==> src/rtl/mem_arbiter.sv <==
// mem_arbiter: shares one memory port between the fetch and memory-stage
// requesters. Data normally wins, but under sustained contention the grant
// alternates so fetch cannot starve. Misaligned requests complete without a
// memory access; a wait counter bounds how long BUSY can stall on mem_ack.
module mem_arbiter #(
  parameter int DATA_WIDTH    = 32,
  parameter int ADDRESS_WIDTH = 32,
  parameter int TIMEOUT       = 255
) (
  input  logic                     clk,
  input  logic                     rst,
  input  logic                     i_req,
  input  logic [ADDRESS_WIDTH-1:0] i_addr,
  output logic [DATA_WIDTH-1:0]    i_rdata,
  output logic                     i_done,
  input  logic                     d_req,
  input  logic                     d_we,
  input  logic [ADDRESS_WIDTH-1:0] d_addr,
  input  logic [DATA_WIDTH-1:0]    d_wdata,
  input  logic [2:0]               d_funct3,
  output logic [DATA_WIDTH-1:0]    d_rdata,
  output logic                     d_done,
  output logic                     stall_i,
  output logic                     stall_d,
  output logic                     mem_req,
  output logic                     mem_we,
  output logic [ADDRESS_WIDTH-1:0] mem_addr,
  output logic [DATA_WIDTH-1:0]    mem_wdata,
  output logic [3:0]               mem_be,
  input  logic [DATA_WIDTH-1:0]    mem_rdata,
  input  logic                     mem_ack,
  output logic                     misalign_err,
  output logic                     timeout_err
);

  localparam int CW = (TIMEOUT < 2) ? 1 : $clog2(TIMEOUT + 1);

  typedef enum logic [1:0] {
    IDLE = 2'd0,
    BUSY = 2'd1,
    DONE = 2'd2
  } state_t;

  state_t                   r_state;
  state_t                   w_state_nxt;
  logic                     r_grant_d;
  logic                     r_last_d;
  logic [CW-1:0]            r_cnt;
  logic [CW-1:0]            w_cnt_inc;
  logic                     w_timeout_hit;
  logic                     r_mem_we;
  logic [ADDRESS_WIDTH-1:0] r_mem_addr;
  logic [DATA_WIDTH-1:0]    r_mem_wdata;
  logic [3:0]               r_mem_be;
  logic [DATA_WIDTH-1:0]    r_i_rdata;
  logic [DATA_WIDTH-1:0]    r_d_rdata;
  logic                     r_misalign_err;
  logic                     r_timeout_err;

  logic                     w_any_req;
  logic                     w_grant_d;
  logic [ADDRESS_WIDTH-1:0] w_sel_addr;
  logic [3:0]               w_be;
  logic [DATA_WIDTH-1:0]    w_wdata;
  logic                     w_we;
  logic                     w_misalign;
  logic                     w_unused;

  // The sign-extension bit of funct3 only matters to the load consumer.
  assign w_unused  = d_funct3[2];

  assign w_any_req = i_req | d_req;
  assign w_cnt_inc = r_cnt + 1'b1;

  // Arbitration and request decode: winner, byte enables, store lane data, alignment.
  always_comb begin
    w_grant_d  = d_req & ~(i_req & r_last_d);
    w_sel_addr = w_grant_d ? d_addr : i_addr;
    w_we       = w_grant_d & d_we;
    w_be       = 4'b1111;
    w_wdata    = '0;
    w_misalign = (w_sel_addr[1:0] != 2'b00);
    if (w_grant_d) begin
      w_wdata = d_wdata;
      case (d_funct3[1:0])
        2'b00: begin
          w_be       = 4'b0001 << d_addr[1:0];
          w_wdata    = {(DATA_WIDTH/8){d_wdata[7:0]}};
          w_misalign = 1'b0;
        end
        2'b01: begin
          w_be       = 4'b0011 << {d_addr[1], 1'b0};
          w_wdata    = {(DATA_WIDTH/16){d_wdata[15:0]}};
          w_misalign = d_addr[0];
        end
        default: ;
      endcase
    end
  end

  // Next-state logic plus state-decoded request and completion outputs.
  always_comb begin
    w_state_nxt   = r_state;
    w_timeout_hit = 1'b0;
    mem_req       = 1'b0;
    i_done        = 1'b0;
    d_done        = 1'b0;
    case (r_state)
      IDLE: begin
        if (w_any_req) w_state_nxt = w_misalign ? DONE : BUSY;
      end
      BUSY: begin
        mem_req = 1'b1;
        if (mem_ack) begin
          w_state_nxt = DONE;
        end else if (w_cnt_inc == CW'(TIMEOUT)) begin
          w_state_nxt   = DONE;
          w_timeout_hit = 1'b1;
        end
      end
      DONE: begin
        i_done      = ~r_grant_d;
        d_done      = r_grant_d;
        w_state_nxt = IDLE;
      end
      default: w_state_nxt = IDLE;
    endcase
  end

  // State register.
  always_ff @(posedge clk or posedge rst) begin
    if (rst) r_state <= IDLE;
    else     r_state <= w_state_nxt;
  end

  // Grant bookkeeping, latched memory fields, read data capture and error flags.
  always_ff @(posedge clk or posedge rst) begin
    if (rst) begin
      r_grant_d      <= 1'b0;
      r_last_d       <= 1'b0;
      r_cnt          <= '0;
      r_mem_we       <= 1'b0;
      r_mem_addr     <= '0;
      r_mem_wdata    <= '0;
      r_mem_be       <= '0;
      r_i_rdata      <= '0;
      r_d_rdata      <= '0;
      r_misalign_err <= 1'b0;
      r_timeout_err  <= 1'b0;
    end else begin
      case (r_state)
        IDLE: begin
          if (w_any_req) begin
            r_grant_d   <= w_grant_d;
            r_last_d    <= w_grant_d;
            r_mem_we    <= w_we;
            r_mem_addr  <= {w_sel_addr[ADDRESS_WIDTH-1:2], 2'b00};
            r_mem_wdata <= w_wdata;
            r_mem_be    <= w_be;
            r_cnt       <= '0;
            if (w_misalign) begin
              r_misalign_err <= 1'b1;
              if (w_grant_d) r_d_rdata <= '0;
              else           r_i_rdata <= '0;
            end
          end
        end
        BUSY: begin
          if (mem_ack) begin
            if (r_grant_d) r_d_rdata <= mem_rdata;
            else           r_i_rdata <= mem_rdata;
          end else if (w_timeout_hit) begin
            r_timeout_err <= 1'b1;
            if (r_grant_d) r_d_rdata <= '0;
            else           r_i_rdata <= '0;
          end else begin
            r_cnt <= w_cnt_inc;
          end
        end
        default: ;
      endcase
    end
  end

  assign mem_we       = r_mem_we;
  assign mem_addr     = r_mem_addr;
  assign mem_wdata    = r_mem_wdata;
  assign mem_be       = r_mem_be;
  assign i_rdata      = r_i_rdata;
  assign d_rdata      = r_d_rdata;
  assign misalign_err = r_misalign_err;
  assign timeout_err  = r_timeout_err;
  assign stall_i      = i_req & ~i_done;
  assign stall_d      = d_req & ~d_done;

endmodule

==> config.mk <==
export PLATFORM = sky130hd
export DESIGN_NAME = mem_arbiter
export DESIGN_NICKNAME = d
export VERILOG_FILES = /design/src/rtl/mem_arbiter.sv
export SDC_FILE = /design/constraint.sdc
export NUM_CORES = 1
export LEC_CHECK = 0
export CORE_ASPECT_RATIO = 0.75
export CORE_UTILIZATION = 40
export DETAILED_ROUTE_END_ITERATION = 16
export PLACE_DENSITY = 0.74
export SETUP_SLACK_MARGIN = 0.05
export SLEW_MARGIN = 20
export SYNTH_ARGS = -nofsm -noshare
export SYNTH_HDL_FRONTEND = slang
export SYNTH_SLANG_ARGS = --single-unit
==> constraint.sdc <==
create_clock -name clk -period 8.9 [get_ports clk]
set_input_delay 2.67 -clock clk [delete_from_list [all_inputs] [get_ports clk]]
set_output_delay 2.67 -clock clk [all_outputs]
set_load 0.03 [all_outputs]
==> Yosys cells after proc, flatten, opt, wreduce, memory -nomap -nowiden <==
Cells that the tools add are included.
{ "op_classes": {"bitwise": 11, "shift": 2, "n_reduce_logical": 11, "addsub": 1, "n_eq_ne": 14, "n_mux": 38} }
{ "ops": {"columns": ["op", "n"], "rows": [
  ["$mux 32", 16],
  ["$pmux 32 s2", 3],
  ["$mux 8", 3],
  ["$ne 2x2->1 const B", 8],
  ["$pmux 8 s2", 1],
  ["$reduce_and 6->1", 2],
  ["$add 8x1->8 const B", 1],
  ["$eq 8x8->1 const B", 1],
  ["$mux 2", 4],
  ["$pmux 4 s2", 1],
  ["$mux 1", 7],
  ["$ne 3x3->1 const B", 2],
  ["$reduce_and 3->1", 2],
  ["$and 1x1->1", 5],
  ["$not 1->1", 5],
  ["$eq 2x1->1 const B", 2],
  ["$logic_not 2->1", 2],
  ["$mux 4", 1],
  ["$pmux 2 s2", 1],
  ["$reduce_and 2->1", 2],
  ["$reduce_and 4->1", 1],
  ["$reduce_bool 2->1", 2],
  ["$shl 1x2->4 const A", 1],
  ["$shl 2x2->4 const A", 1],
  ["other kinds (3)", 3]
]} }
{ "totals": {"reg_bits": 144, "elab_cells": 88, "inputBits": 137, "out_inout_bits": 140} }

==> Depth between registers and ports, before layout <==
Gate-level depths: netlist of run 1.
{ "logic_depth": {"ltp_word": 10, "ltp_mapped": 9, "mapped_depth_nobuf": 7} }

==> Worst setup path after synthesis of run 1 <==
Ideal clock, no wire load.
{ "synth_timing": {"path_type": "input-to-output", "from": "input i_req", "to": "output stall_i", "t_required_ns": 6.230, "arrival_ns": 3.125, "path_stages": 1, "setup_slack_ns": 3.105, "path_buffers": 0, "path_cell_list": "nor2b_1"} }
{ "synth_via": {"elab_chain_cells": 1} }
{ "synth_rtl": {"columns": ["item", "line", "text"], "rows": [
  ["start: declaration", "12", "input logic i_req,"],
  ["$and 1x1->1", "193", "assign stall_i = i_req & ~i_done;"],
  ["end: declaration", "23", "output logic stall_i,"]
]} }
Every way passes these cells.

==> Worst setup path after layout of run 1 <==
Ends and elaborated chain as after synthesis.

==> results of run 1 <==
## through the flow
step	setup slack [ps]	hold slack (ps)
final	1910	470
after global routing	1830	488
after global placement	1930	442
after CTS	1880	467
after floorplan	2360	485
after detailed placement	1890	454
## cell families (layout without fill, tap and decap cells)
group	after synthesis	count (layout)	synth area share
buffers and inverters	54	320	0.0486
other	1	2	0.000588
muxes	47	47	0.0753
DFF	144	144	0.565
AOI/OAI and AO/OA	182	182	0.217
adders and majority gates	2	2	0.00392
and+or+nand+nor	121	121	0.0888
xor gates and xnor gates	1	1	0.00137
## report_power, final
| part | internal (mW) | total [mW] | switching [mW] |
|---|---|---|---|
| combinational | 0.758 | 1.81 | 1.06 |
| sequential | 0.943 | 1.12 | 0.179 |
| clock | 0.399 | 0.653 | 0.254 |
## worst min-delay path by stage
stage / endpoint / slack [ps] / cells past startpoint
6_report: misalign_err / 470 / 1
5_1_grt: mem_addr[8] / 490 / 2
4_1_cts: misalign_err / 470 / 1
3_5_place_dp: misalign_err / 450 / 1
3_3_place_gp: misalign_err / 440 / 1
2_1_floorplan: r_cnt[7] / 490 / 2
## registers in the layout, summed over array words and instances (netlist names)
name          cells
d_rdata          32
i_rdata          32
mem_wdata        32
mem_addr         30
r_cnt             8
mem_be            4
r_state           2
mem_we            1
misalign_err      1
r_last_d          1
timeout_err       1
## layer usage
layer  track usage  wire length (um)  part of all wire
met1         0.292              7930              0.40
met2         0.417              9850              0.50
met3        0.0787              1490             0.076
met4        0.0900               401             0.020
met5             0                 0                 0
## cells in the final DEF (no fill, tap or decap), types with 6 or more instances in the layout
cell type,synthesis,layout
nor2b_1,18,18
nor2_1,18,17
nand2_1,63,63
clkbuf_16,0,17
a22o_1,9,9
mux2_2,8,8
buf_4,2,11
a32o_2,20,20
o21ai_0,77,77
dfrtp_1,144,144
inv_1,7,6
mux2i_1,39,39
a32o_1,44,44
clkdlybuf4s50_1,0,273
## final cells by class
| type | instances | area (um2) | share of cell area |
|---|---|---|---|
| Clock buffer | 22 | 474 | 0.0487 |
| Clock inverter | 7 | 62.6 | 0.00642 |
| Inverter | 7 | 31.3 | 0.00321 |
| Multi-Input combinational cell | 355 | 2500 | 0.257 |
| Sequential cell | 144 | 3600 | 0.370 |
| Tap cell | 205 | 256 | 0.0263 |
| Timing Repair Buffer | 284 | 2820 | 0.289 |
==> results, run 1 <==
- The class of the most critical setup path is input pin to output port.
- The congestion estimate from routability-driven global placement came to 0.815.
- During I/O placement, the number of pins put on the boundary was 277.
- After synthesis, the mean cell area works out to 11.6 um2.
- Setup violations remaining at the end of the flow were counted as 0.
- For this run, the share of the core covered by cells in the final layout is 0.632.
- After the last flow step, the layout net total stands at 948.
- The critical path contains buffers and inverters numbering 2 combined.
- After detailed placement, the total cell area comes to 9210 um2.
- The worst setup skew after layout is 7.23 ps.
- The number of flops mapped to enable cells by yosys is 0.
- The area enclosed by the die boundary is 16500 um2.
- TritonCTS built the clock tree.
- The wire length of the first global-routing pass is 31.3 mm.
- The power density relative to cell area is 368 nW/um2.
- The most used standard cell by instance count after synthesis is dfrtp_1.
- Measured in cells, the most critical reg-to-reg path has a length of 7.
- Setup repair after global routing left no endpoint under its margin.
- The row count is 39.
- The clock drives 144 sinks.
- The reg-to-reg setup timing slack is 6430 ps.
- The number of fillers in the final layout is 1268.
- The critical-path maximum fanout is 7.
- Measured along the x axis, the die boundary spans 148 um.
- The path type of the worst min-delay path is flop to flop.
- The initial cell density of the core is 0.414.
- The clock reaches the later pin of the worst-skew pair after 410 ps.
- The clock-pin slew reported for the worst setup and hold paths after clock tree synthesis is 50 ps.
- With fillers left out, the area of the finished cells amounts to 9740 um2.
- Ranked by total cell area, the synthesized netlist is headed by dfrtp_1 (56%), a32o_1 (6.9%), mux2i_1 (6.1%).
- The proportion of register bits with asynchronous set or reset after synthesis is 1.00.
- For this run, the register share of the synthesized area comes to 0.565.
- The total overflow left after global routing is 0.
- The placeable core area is 15400 um2.
- The critical path crosses 3 cells after its start point.
- The ratio of cells with drive above 1 in the final layout is 0.100.
- The total CTS buffers is 17.
- The final count of pins violating max slew was 0.
- STA classifies the critical path startpoint as an input pin.
- The length of the first detailed-routing pass in iterations is 5.
- The maximum clock frequency is 143 MHz.
- The final critical delay including setup and external delays is 6990 ps.
- In this run, distinct cell masters in the synthesized netlist total 54.
- In the routed layout, each cell is associated on average with a via count of 5.49.
- The tree is rooted in a clkbuf_16.
- The post-detailed-route wirelength per cell is 19.2 um.
- In this run the tightest slew margin relative to its limit is 0.468.
- The cell repeated most along the worst path is clkdlybuf4s50_1.
- The number of gates resized after cts is 0.
- The worst register-to-register path begins at r_cnt[0].
- Input and output buffers added on the ports amount to 273.
- In the synthesized netlist the dominant register cell turns out to be dfrtp_1.
- The remaining routing DRC violations is 0.
- At the pin with the least slew margin, the transition time is 798 ps.
- For this design the static power due to leakage is 4.23 nW.
- Synthesis inferred 144 register bits.
- IR analysis of the VDD net gives a maximum drop of 0.000238 V.
- The maximum number of pins on one net before global-route repair is 91.
- The cell taking the most area after synthesis is dfrtp_1.
- Once the clock tree was built, the setup fixing pass inserted 0 buffers.
- The largest individual stage delay along the critical path comes from the cell clkdlybuf4s50_1.
- The critical path goes through clkdlybuf4s50_1 > nor2b_1 > clkdlybuf4s50_1.
- The number of cells produced by synthesis is 552.
- The critical path data required time is 6230 ps.
- In this run, post-CTS hold repair placed 0 buffers.
- The worst setup path endpoint is stall_i.
- In this run the worst setup path begins at i_req.
- The antenna diode count is 0.
- The hold violation total from the final report came to 0.
- Summing every instance area after synthesis gives 6380 um2.
- The tool flagged a number of max-cap violations equal to 0.
- The H-tree level count is 4.
- The share of synthesized area in the top cell type comes to 0.565.
- For this block, the initial DRC count from the detailed router was 380.
- The critical path endpoint category is an output port.
- Yosys printed 0 warnings.
- Dividing the final minimum period by the clock period gives 0.786.
- The post-detailed-placement half-perimeter wirelength is 14.0 mm.
- Once detail routing completed, the nets flagged for antenna violations numbered 0.
- The flow ran to the end, and the final reports show no timing, DRC or antenna violations.
- Counting instances in the post-synthesis netlist gives the leading cell types as dfrtp_1 (144), o21ai_0 (77), nand2_1 (63), a32o_1 (44), mux2i_1 (39).
- The relative area change from synthesis to final layout is 52.7%.
- After detailed placement, the design holds a cell count of 995.
- The total vias in the final route is 5620.
- For the final routed database, the setup TNS stands at 0 ps.
- The total routing usage reported by global routing is 0.246.
- The non-filler instance count after layout is 1024.
- The via count of the first global-routing pass came to 6020.
- The highest cell delay on the worst timing path is 710 ps.
- In this run the most critical hold path is launched from misalign_err.
- The total power is 3.59 mW.
- STA puts the critical path data arrival time at 4320 ps.
- The kind of cell with the highest combined delay along the critical path is buffers and inverters.
- The number of buffers on the longest clock path is 2.
- Wires add up to 19.7 mm.
- The worst register-to-register path ends at i_rdata[30].
- The initial antenna violation count came to 0.
- The vertical die dimension is 111 um.
Note: power is estimated with default switching activity, not from simulation.
==> run 2: changes to the inputs <==
--- a/config.mk
+++ b/config.mk
@@ -6,9 +6,9 @@
 export NUM_CORES = 1
 export LEC_CHECK = 0
 export CORE_ASPECT_RATIO = 0.75
-export CORE_UTILIZATION = 40
+export CORE_UTILIZATION = 38
 export DETAILED_ROUTE_END_ITERATION = 16
-export PLACE_DENSITY = 0.74
+export PLACE_DENSITY = 0.73
 export SETUP_SLACK_MARGIN = 0.05
 export SLEW_MARGIN = 20
 export SYNTH_ARGS = -nofsm -noshare
==> constraint.sdc (replaced) <==
create_clock -name clk -period 5.8 [get_ports clk]
set_input_delay 1.74 -clock clk [delete_from_list [all_inputs] [get_ports clk]]
set_output_delay 1.74 -clock clk [all_outputs]
set_load 0.03 [all_outputs]
==> run 2 against run 1 <==
Sequential cell count unchanged. Setup slack worse by 1100 ps. Largest cell class unchanged. Die area grew 5.2%. Power up 57%. Clock-buffer cell count decreased by 4. Combinational power grew 54%.
==> results, run 2 (synthesized netlist as in run 1, its figures left out) <==
- The run finished with clean final reports.
- The critical path data required time is 4060 ps (-2170 ps).
- The via count of the first global-routing pass came to 5810 (-3.5%).
- The post-detailed-route wirelength per cell came to 18.5 um (-3.7%).
- The final-stage net count is 946 (-0.21%).
- The worst endpoint data arrival time is 3290 ps (-1030 ps).
- In this run the top signal layer used is met4.
- The number of violations of the max-capacitance limit was 0 (unchanged).
- The clock tree from TritonCTS is done.
- The maximum clock frequency is 199 MHz.
- Traced cell by cell, the critical path runs through clkdlybuf4s50_1 > nor2b_1 > clkdlybuf4s50_1.
- The area enclosed by the die boundary is 17300 um2 (+5.2%).
- The placeable core area is 16200 um2 (+5.2%).
- The total of hold buffers inserted after clock tree synthesis is 0 (unchanged).
- Setup repair after global routing left no endpoint under its margin.
- The leading cell type in the layout, fill and taps excluded is clkdlybuf4s50_1.
- The hold violation total from the final report is 0 (unchanged).
- The worst setup skew after layout is 8.21 ps (+0.974 ps).
- The slew at the pin with the worst max-slew slack is 843 ps (+45.0 ps).
- The initial detailed-routing violation count is 314 (-17%).
- The global route total overflow is 0 (unchanged).
- The number of top-level pins is 277 (unchanged).
- The length of the first detailed-routing pass in iterations is 5 (unchanged).
- The ratio of cells with drive above 1 in the final layout is 0.106 (+0.00611).
- In the layout the commonest cells are clkdlybuf4s50_1 (273), dfrtp_1 (144), o21ai_0 (77), nand2_1 (62), a32o_1 (44).
- The remaining antenna violation count after routing is 0 (unchanged).
- The number of buffers inserted to repair setup after CTS is 0 (unchanged).
- The root buffer cell is clkbuf_16.
- The final RePlAce weighted congestion came to 0.840 (+3.1%).
- The relative max-transition margin came to 0.438 (-0.0300).
- The combined buffer and inverter count along the critical path was 2 (unchanged).
- The min-delay analysis places its worst path in the category flop to flop.
- The cell repeated most along the worst path is clkdlybuf4s50_1.
- The initial cell density of the core is 0.393 (-0.0203).
- The worst setup path is captured at an output port.
- The post-detailed-placement half-perimeter wirelength is 13.3 mm (-4.6%).
- The die width came to 152 um (+2.6%).
- The number of gates resized after cts is 0 (unchanged).
- The routed length on met3 was 1.36 mm (-8.4%).
- The clock latency reported for the late side of the worst-skew pair is 420 ps (about the same).
- The number of endpoints failing setup at the final stage is 0 (unchanged).
- The clock-pin slew reported for the worst setup and hold paths after clock tree synthesis is 60 ps (about the same).
- The highest cell delay on the worst timing path is 700 ps (about the same).
- The class of the most critical setup path is input pin to output port.
- The maximum vdd drop is 0.000364 V (+53%).
- The total routing usage reported by global routing is 0.227 (-0.0184).
- The remaining routing DRC violations is 0 (unchanged).
- The final setup TNS was 0 ps (unchanged).
- The total power is 5.62 mW (+57%).
- The leakage dissipation came to 4.24 nW (+0.14%).
- The total vias in the final route is 5558 (-1.1%).
- The initial antenna violation count is 0 (unchanged).
- Among all stages on the critical path, the largest delay is contributed by clkdlybuf4s50_1.
- Relative to the synthesized area, the layout overhead comes to 53.8%.
- The antenna diode count came to 0 (unchanged).
- The final count of pins violating max slew was 0 (unchanged).
- The row count is 40 (+2.6%).
- After layout, the minimum clock period comes to 5030 ps.
- The worst setup path is launched from an input pin.
- The vertical die dimension is 114 um (+2.6%).
- The maximum number of pins on one net before global-route repair came to 114 (+25%).
- The number of buffers on the longest clock path is 2 (unchanged).
- The utilization after layout came to 0.605 (-0.0266).
- The detailed-routing wirelength on met1 is 7.68 mm (-3.2%).
- The cell type group with the largest total delay on the critical path is buffers and inverters.
- The number of I/O port buffers was 273 (unchanged).
- In the finished design, the share of the clock period the worst path needs comes to 0.867.
- The clock sink count is 144 (unchanged).
- The H-tree level count was 4 (unchanged).
- The total CTS buffers came to 17 (unchanged).
- The total detailed-routing wirelength was 19.0 mm (-3.2%).
- The critical-path maximum fanout was 7 (unchanged).
- The routed wire length on met2 came to 9.47 mm (-3.8%).
- The number of vias per cell is 5.40 (-1.6%).
- The wire length of the first global-routing pass was 30.1 mm (-3.8%).
- The power density relative to cell area is 573 nW/um2 (+55%).
[run 2: report_power, final]
part | total [mW] | switching (mW) | internal (mW)
Combinational | 2.78 | 1.62 | 1.16
Clock | 1.12 | 0.433 | 0.686
Sequential | 1.72 | 0.278 | 1.45
[run 2: final cells by class]
class / count / area, um2
Clock buffer: 18 / 439
Clock inverter: 13 / 164
Fill cell: 1298 / 6400
Inverter: 7 / 33.8
Multi-Input combinational cell: 355 / 2510
Sequential cell: 144 / 3600
Tap cell: 210 / 263
Timing Repair Buffer: 282 / 2800
[run 2: worst min-delay path, stage by stage (launching register included)]
cell	delay (ps)
dfrtp_1	340
nand2_1	40
o21ai_0	50
[run 2: final timing paths]
| check | start | to | slack, ps | cells after the start |
|---|---|---|---|---|
| max | i_req | stall_i | 770 | 3 |
| max reg2reg | r_last_d | d_rdata[3] | 3160 | 5 |
| max in group asynchronous | rst | d_rdata[4] | 3010 | 3 |
| min in group asynchronous | rst | i_rdata[24] | 1870 | 2 |
| min | mem_addr[19] | mem_addr[19] | 480 | 2 |
| min reg2reg | mem_addr[19] | mem_addr[19] | 480 | 2 |
[run 2: routing by layer]
layer  vias to the layer above  GRT usage
met2                       192      0.390
met1                      2768      0.262
li1                       2556          -
met3                        42     0.0753
met4                         0     0.0891
met5                         -          0
[run 2: metrics by stage]
| stage | setup slack (ps) | std cells | area (um2) | hold WS [ps] |
|---|---|---|---|---|
| finish | 769 | 1029 | 9810 | 475 |
| CTS | 770 | 1029 | 9800 | 484 |
| global route | 709 | 1029 | 9810 | 490 |
| detailed placement | 771 | 998 | 9200 | 469 |
| floorplan | 194 | 553 | 6380 | 485 |
| global placement | 782 | 998 | 9200 | 460 |
